**src/rtl/flex_counter_pkg.sv**
```systemverilog
// Shared types for the multi-channel flexible counter.
package flex_counter_pkg;

  // Encoding 11 is reserved and behaves as WRAP.
  typedef enum logic [1:0] {
    CM_WRAP    = 2'b00,
    CM_SAT     = 2'b01,
    CM_ONESHOT = 2'b10,
    CM_RSVD    = 2'b11
  } cnt_mode_t;

endpackage

```
**src/rtl/flex_counter_channel.sv**
```systemverilog
// One counter channel: count, flag, pulse and armed flops with clear > load > advance > hold.
// All outputs registered, 1 clk latency; ev is combinational for same-edge cascading.
module flex_counter_channel
  import flex_counter_pkg::*;
#(
  parameter int NUM_CNT_BITS = 8
) (
  input  logic                    clk,
  input  logic                    n_rst,
  input  logic                    clear,
  input  logic                    count_enable,
  input  logic                    load,
  input  logic [NUM_CNT_BITS-1:0] load_val,
  input  logic [NUM_CNT_BITS-1:0] rollover_val,
  input  cnt_mode_t               mode,
  input  logic                    casc_in,
  output logic [NUM_CNT_BITS-1:0] count,
  output logic                    rollover_flag,
  output logic                    rollover_pulse,
  output logic                    armed,
  output logic                    ev
);

  logic [NUM_CNT_BITS-1:0] count_q, count_d;
  logic                    flag_q, flag_d;
  logic                    pulse_q, pulse_d;
  logic                    armed_q, armed_d;
  logic                    r_nz, at_r, en_eff;

  assign r_nz   = (rollover_val != '0);
  assign at_r   = (count_q == rollover_val);
  assign en_eff = count_enable & armed_q & r_nz & casc_in;
  assign ev     = en_eff & at_r & ~clear & ~load;

  always_comb begin
    count_d = count_q;
    armed_d = armed_q;
    if (clear) begin
      count_d = '0;
      armed_d = 1'b1;
    end else if (load) begin
      count_d = load_val;
      armed_d = 1'b1;
    end else if (en_eff) begin
      if (at_r) begin
        case (mode)
          CM_SAT:     count_d = count_q;
          CM_ONESHOT: begin
            count_d = '0;
            armed_d = 1'b0;
          end
          // Legacy wrap restarts at 1, giving the sequence 1..R.
          default:    count_d = NUM_CNT_BITS'(1);
        endcase
      end else begin
        count_d = count_q + NUM_CNT_BITS'(1);
      end
    end
    flag_d  = r_nz & (count_d == rollover_val);
    pulse_d = ev;
  end

  always_ff @(posedge clk or negedge n_rst) begin
    if (!n_rst) begin
      count_q <= '0;
      flag_q  <= 1'b0;
      pulse_q <= 1'b0;
      armed_q <= 1'b1;
    end else begin
      count_q <= count_d;
      flag_q  <= flag_d;
      pulse_q <= pulse_d;
      armed_q <= armed_d;
    end
  end

  assign count          = count_q;
  assign rollover_flag  = flag_q;
  assign rollover_pulse = pulse_q;
  assign armed          = armed_q;

endmodule

```
**src/rtl/multi_flex_counter.sv**
```systemverilog
// NUM_CH independent flexible counters, optionally cascaded through same-edge rollover events.
// Outputs registered, 1 clk latency; no backpressure, every edge is evaluated.
module multi_flex_counter
  import flex_counter_pkg::*;
#(
  parameter int NUM_CH       = 4,
  parameter int NUM_CNT_BITS = 8,
  parameter int CASCADE      = 0
) (
  input  logic                             clk,
  input  logic                             n_rst,
  input  logic [NUM_CH-1:0]                clear,
  input  logic [NUM_CH-1:0]                count_enable,
  input  logic [NUM_CH-1:0]                load,
  input  logic [NUM_CH*NUM_CNT_BITS-1:0]   load_val,
  input  logic [NUM_CH*NUM_CNT_BITS-1:0]   rollover_val,
  input  logic [NUM_CH*2-1:0]              mode,
  output logic [NUM_CH*NUM_CNT_BITS-1:0]   count_out,
  output logic [NUM_CH-1:0]                rollover_flag,
  output logic [NUM_CH-1:0]                rollover_pulse,
  output logic [NUM_CH-1:0]                armed
);

  logic [NUM_CH-1:0] ev;
  // The last channel's event (and all of them without cascade) drives nothing further.
  logic              unused_ev;
  assign unused_ev = ^ev;

  for (genvar i = 0; i < NUM_CH; i++) begin : g_ch
    logic casc;
    if (CASCADE != 0 && i > 0) begin : g_casc
      assign casc = ev[i-1];
    end else begin : g_free
      assign casc = 1'b1;
    end

    flex_counter_channel #(
      .NUM_CNT_BITS(NUM_CNT_BITS)
    ) u_ch (
      .clk           (clk),
      .n_rst         (n_rst),
      .clear         (clear[i]),
      .count_enable  (count_enable[i]),
      .load          (load[i]),
      .load_val      (load_val[i*NUM_CNT_BITS +: NUM_CNT_BITS]),
      .rollover_val  (rollover_val[i*NUM_CNT_BITS +: NUM_CNT_BITS]),
      .mode          (cnt_mode_t'(mode[2*i +: 2])),
      .casc_in       (casc),
      .count         (count_out[i*NUM_CNT_BITS +: NUM_CNT_BITS]),
      .rollover_flag (rollover_flag[i]),
      .rollover_pulse(rollover_pulse[i]),
      .armed         (armed[i]),
      .ev            (ev[i])
    );
  end

endmodule

```
**config.mk**
```make
export PLATFORM = sky130hd
export DESIGN_NAME = multi_flex_counter
export DESIGN_NICKNAME = d
export VERILOG_FILES = /design/src/rtl/flex_counter_pkg.sv /design/src/rtl/flex_counter_channel.sv /design/src/rtl/multi_flex_counter.sv
export SDC_FILE = /design/constraint.sdc
export NUM_CORES = 1
export LEC_CHECK = 0
export CAP_MARGIN = 20
export CORE_MARGIN = 8
export CORE_UTILIZATION = 35
export CTS_CLUSTER_DIAMETER = 120
export DETAILED_ROUTE_END_ITERATION = 6
export SYNTH_ARGS = -nofsm -noshare
export SYNTH_HDL_FRONTEND = slang
export SYNTH_SLANG_ARGS = --single-unit
```
**constraint.sdc**
```tcl
create_clock -name clk -period 4.61 [get_ports clk]
set_input_delay 0.461 -clock clk [delete_from_list [all_inputs] [get_ports clk]]
set_output_delay 0.461 -clock clk [all_outputs]
set_load 0.05 [all_outputs]
```
==> results of run 1 <==
==> metrics by stage <==
stage / total power, mW / hold slack, ps
finish: 1.336 / 254.8
global route: 1.411 / 312.4
CTS: 1.350 / 282.8
detailed placement: 0.9703 / 473.9
global placement: 0.9713 / 480.4
floorplan: 0.7595 / 165.4
==> cells by family (layout without fill, tap and decap cells) <==
kind of cell | Yosys count | count (layout)
AO/OA/AOI/OAI | 175 | 175
AND/OR/NAND/NOR | 242 | 242
buffers and inverters | 74 | 172
multiplexers | 12 | 12
flip-flops | 44 | 44
XOR/XNOR | 35 | 35
adder cells (fa/ha/maj) | 4 | 4
==> final timing paths <==
check | cells past startpoint | endpoint | from
max in group asynchronous | 2 | g_ch[2].u_ch.count[7] | n_rst
min reg2reg | 2 | g_ch[0].u_ch.armed | g_ch[0].u_ch.armed
max | 8 | g_ch[2].u_ch.rollover_flag | rollover_val[22]
max reg2reg | 8 | g_ch[2].u_ch.rollover_flag | g_ch[2].u_ch.count[4]
min in group clk | 2 | g_ch[0].u_ch.armed | g_ch[0].u_ch.armed
min | 2 | g_ch[1].u_ch.count[5] | n_rst
==> final cells by class <==
cell class | instances | area (um^2) | share of cell area, %
timing repair buffer | 133 | 1316 | 21.88
clock buffer | 8 | 146.4 | 2.434
sequential | 44 | 1106 | 18.39
multi-input combinational | 468 | 3114 | 51.78
tap | 172 | 215.2 | 3.578
inverter | 31 | 116.4 | 1.935
==> registers in the layout, indices dropped and copies added, names as in the netlist <==
signal / count
g_ch.u_ch.count: 32
g_ch.u_ch.armed: 4
g_ch.u_ch.rollover_flag: 4
g_ch.u_ch.rollover_pulse: 4
==> cells in the mapped netlist (3+ instances only) <==
master	count
a2111oi_0	6
a211oi_1	8
a21o_1	9
a21oi_1	32
a221oi_1	21
a22o_1	8
a22oi_1	7
a31o_2	3
a31oi_1	5
a32o_1	3
and2_1	5
and3_1	4
buf_2	8
buf_4	14
clkbuf_1	19
dfrtp_1	40
dfstp_2	4
ha_1	4
inv_1	30
mux2_2	5
mux2i_1	6
nand2_1	42
nand2b_1	10
nand3_1	17
nand4_1	5
nor2_1	52
nor2b_1	28
nor3_1	35
nor4_1	20
nor4_2	3
o211ai_1	3
o21ai_0	16
o21bai_1	4
o22ai_1	10
o2bb2ai_1	3
o31ai_1	3
o41ai_1	4
or2_2	3
or3_1	4
or4_1	7
xor2_1	32
==> metal layers <==
metal / global-route usage [%] / vias up
met5: 0 / -
met4: 6.887 / 0
met3: 3.223 / 31
met2: 30.71 / 237
met1: 24.00 / 2350
li1: - / 2398
==> where the power goes <==
| group | switching (mW) | leakage (nW) | total (mW) | internal [mW] |
|---|---|---|---|---|
| combinational | 0.292 | 1.71 | 0.507 | 0.215 |
| clock | 0.151 | 0.0712 | 0.368 | 0.217 |
| sequential | 0.0532 | 0.567 | 0.461 | 0.408 |
| total | 0.496 | 2.35 | 1.34 | 0.840 |
==> worst register-to-register path, cell delays in order, from the launching register on <==
cell and delay, ps:
dfrtp_1 470, xor2_1 190, nor4_2 520, nand2_1 330, a221oi_1 600, nor4_1 110, a21oi_1 150, nand4_1 110
nor4_1 320
==> impl_metrics.ini, run 1 <==
[run_status]
status = finished clean

[worst_setup_path]
cpLargestDelayFamily = compound AO/OA/AOI/OAI gates
worst-path-buf-inv = 1
crit_fanout = 10
cpMaxStageDelayCell = or4_1
end_kind = register
arrival_ps = 3550
path_cells = clkdlybuf4s50_1 > or4_1 > o211ai_2 > a41o_1 > a221oi_1 > a221oi_1 > o22ai_1 > nor4_1
max_stage_delay_ps = 610
critical_path_class = input pin to register
crit_required_ps = 4780
r2r_setup_slack_ps = 1690
cp_common_cell = a221oi_1
start_kind = input pin

[sta]
min_period_ps = 3387
finalCritPeriodShare_pct = 73.48
setup_viol = 0
final.setup.tns_ps = 0
fin_ws_ps = 1223
tightest_slew_ps = 756.2
slew_headroom_pct = 49.43
rsz0062_at_grt = no
max_freq_mhz = 295.2
clock-skew-final_ps = 8.504
hold_viol_final = 0
slew_viol_final = 0

[cts]
clock_path_buffers = 2
cts_root_buffer = clkbuf_16
clock_latency_ps = 290
post_cts_buffers = 0
clk_pin_slew_ps = 70
hold_buffers = 0
cts_buffers = 5
cts.repair.resized = 0
htreeDepth = 2
cts_tree = built
clock_sinks = 44

[cells_and_area]
final_util_pct = 47.47
final_area_mm2 = 0.006015
drive_gt1_share_pct = 6.871
final_cells = 856
n_antenna_cell = 0
final_common_cell = clkdlybuf4s50_1
layout.nets = 773
fillers = 1285
layout_common_cells = 128 x clkdlybuf4s50_1, 52 x nor2_1, 42 x nand2_1
area_growth_pct = 31.45

[min_path]
hold_class = input pin to async pin

[yosys]
synth_fp_nets = 676
synth_compound_area_share_pct = 29.12
synth_enable_flop_cells = 0
synth.top_cell.area_share_pct = 21.88
synth_top_family_by_area = compound AO/OA/AOI/OAI gates
synth_ff_type = dfrtp_1
avgSynthCellArea_um2 = 7.808
synthCells = 586
synthArstFlopShare_pct = 100.0
netlist_area_mm2 = 0.004576
synthTopCellsByArea = dfrtp_1 22%, xor2_1 6.1%, nor2_1 4.3%
synth_fa_ha_area_share_pct = 1.094
synth_seq_area_share_pct = 24.17
ys_ff_latch = 44
synth_mux_area_share_pct = 2.871
yosys.area_share.xor_xnor_pct = 6.864
yosysTopAreaCell = dfrtp_1
ys_warn_count = 0
synth-simple-area-share_pct = 28.11
yosysUniqueCellTypes = 74

[route]
drtPass1Iterations = 6
dr_wl_met3_um = 1152
wl_per_cell_um = 18.73
num_vias = 5016
wl_met2_um = 7690
initialDrtViolationCount = 414
wirelength_um = 16030
drc = 0
vias_per_cell = 5.860
ant_nets = 0
wl_met1_um = 6850
highest_layer = met4

[global_routing]
grt_pass1_vias = 4879
grt-ovfl-total = 0
grt_start_max_net_pins = 45
antenna_found_initial = 0
grt_pass1_wl_um = 25470
grtUsageTotal_pct = 18.67

[pwr]
p_leak_nw = 2.352
ir_drop_mv = 0.1228
p_per_area_mw_per_mm2 = 222.1

[die]
core_area_mm2 = 0.01267
die_w_um = 130.3
dieArea_mm2 = 0.01699
start_util_pct = 36.11
die_h_um = 130.3
io_pins = 130
row_count = 41

[placed_design]
place_ws_ps = 1018
gp_congestion = 0.9455
dpl_cell_area_mm2 = 0.005868
dp.cells = 848
io_buffers = 129
dp_hpwl_um = 12250

[run]
maxCapViolCount = 0
(Power assumes the default switching activity.)
==> inputs of run 2 (changes only) <==
==> constraint.sdc (replaced) <==
create_clock -name clk -period 3 [get_ports clk]
set_input_delay 0.3 -clock clk [delete_from_list [all_inputs] [get_ports clk]]
set_output_delay 0.3 -clock clk [all_outputs]
set_load 0.05 [all_outputs]
==> impl_metrics.ini, run 2 (synthesis results as in run 1) <==
[run_status]
status = finished clean

[sta]
min_period_ps = 2924
tightest_slew_ps = 645.9
final.setup.tns_ps = 0
max_freq_mhz = 342.0
slew_viol_final = 0
rsz0062_at_grt = yes
clock-skew-final_ps = 3.464
hold_viol_final = 0
setup_viol = 0
finalCritPeriodShare_pct = 97.47
slew_headroom_pct = 56.94

[placed_design]
gp_congestion = 0.9448
dpl_cell_area_mm2 = 0.006521
dp_hpwl_um = 13850
io_buffers = 129

[cts]
clock_path_buffers = 2
cts_tree = built
clock_sinks = 44
hold_buffers = 0
htreeDepth = 2
cts_buffers = 5
cts_root_buffer = clkbuf_16
clock_latency_ps = 290
clk_pin_slew_ps = 70

[cells_and_area]
multiInputGateArea_mm2 = 0.003176
layout_common_cells = 128 x clkdlybuf4s50_1, 92 x buf_4, 52 x nor2_1
drive_gt1_share_pct = 18.52
fillers = 1264
final_area_mm2 = 0.006755
final_common_cell = clkdlybuf4s50_1
largest_reg_flops = 32
area_growth_pct = 47.63
layout.nets = 861
ff_latch_area_mm2 = 0.001107
n_antenna_cell = 0
final_util_pct = 53.31

[worst_setup_path]
crit_fanout = 5
end_kind = register
ff2ff_path_depth = 7
critical_path_class = input pin to register
start_kind = input pin
crit_required_ps = 3180
arrival_ps = 3110

[die]
io_pins = 130
row_count = 41
die_w_um = 130.3
core_area_mm2 = 0.01267
dieArea_mm2 = 0.01699
die_h_um = 130.3
start_util_pct = 36.11

[global_routing]
grt_pass1_vias = 5494
grt-ovfl-total = 0
grtUsageTotal_pct = 20.40
antenna_found_initial = 0
grt_pass1_wl_um = 27550
grt_start_max_net_pins = 26

[pwr]
p_per_area_mw_per_mm2 = 331.6
ir_drop_mv = 0.1737
finalPower_mw = 2.240
p_leak_nw = 2.795

[min_path]
hold_class = input pin to async pin

[route]
wl_per_cell_um = 18.34
initialDrtViolationCount = 513
drc = 0
ant_nets = 0
drtPass1Iterations = 5
vias_per_cell = 5.619
num_vias = 5304
wirelength_um = 17310

[run]
maxCapViolCount = 0
==> run 2: changes by cell type in the layout (fill, tap and decap cells not counted), moves of 2 or more <==
cell | before | now
buf_4 | 4 | 92
nor4_1 | 20 | 16
nor4_2 | 3 | 5
nor4_4 | 2 | 4
==> run 2: worst paths after layout <==
path                                        from                    endpoint  slack [ps]
max in group asynchronous                  n_rst          g_ch[0].u_ch.armed        2190
max                             rollover_val[28]  g_ch[3].u_ch.rollover_flag          80
max reg2reg                g_ch[3].u_ch.count[6]  g_ch[3].u_ch.rollover_flag         170
min reg2reg                   g_ch[0].u_ch.armed          g_ch[0].u_ch.armed         490
min                                        n_rst       g_ch[1].u_ch.count[5]          20
min in group clk              g_ch[0].u_ch.armed          g_ch[0].u_ch.armed         490
==> run 2: routing by layer <==
layer	vias up	share of wire [%]	global-route usage (%)
li1	2563	-	-
met1	2582	43	24.39
met2	136	50	36.38
met3	23	4.5	3.550
met4	0	1.8	6.280
met5	-	0	0
==> run 2: critical path, stage by stage <==
cell	delay (ps)
clkdlybuf4s50_1	620
xor2_1	290
nor4_4	80
buf_4	160
nand2_4	80
o21ai_4	80
buf_4	160
a221oi_1	370
nor3_1	120
a2111o_1	480
nor4_4	350
==> run 2: area by class of cell <==
type	count	area share [%]
Clock buffer	6	1.908
Clock inverter	2	0.5186
Inverter	31	1.723
Multi-Input combinational cell	468	47.01
Sequential cell	44	16.39
Tap cell	172	3.186
Timing Repair Buffer	221	29.26
==> run 2: where the power goes <==
group / internal, mW / leakage, nW / switching [mW]
Sequential: 0.627 / 0.566 / 0.0693
Combinational: 0.412 / 2.15 / 0.493
Clock: 0.392 / 0.0808 / 0.247
Total: 1.43 / 2.79 / 0.809
==> run 2: repair_timing <==
item                                    4_1_cts  5_1_grt
endpoints found under the hold margin         0        0
pin swaps                                     0        1
endpoints found under the setup margin        1        3
setup buffers                                 0        1
gates resized for setup                       2        8
==> run 2: per-stage QoR <==
stage          setup slack [ps]  std cells  hold WS, ps
4_1_cts                   76.53        943        42.75
2_1_floorplan             169.3        586        4.409
3_3_place_gp             -313.7        935        366.2
3_5_place_dp             -270.3        935        371.1
6_report                  75.84        944        17.40
5_1_grt                  -48.39        944        63.08
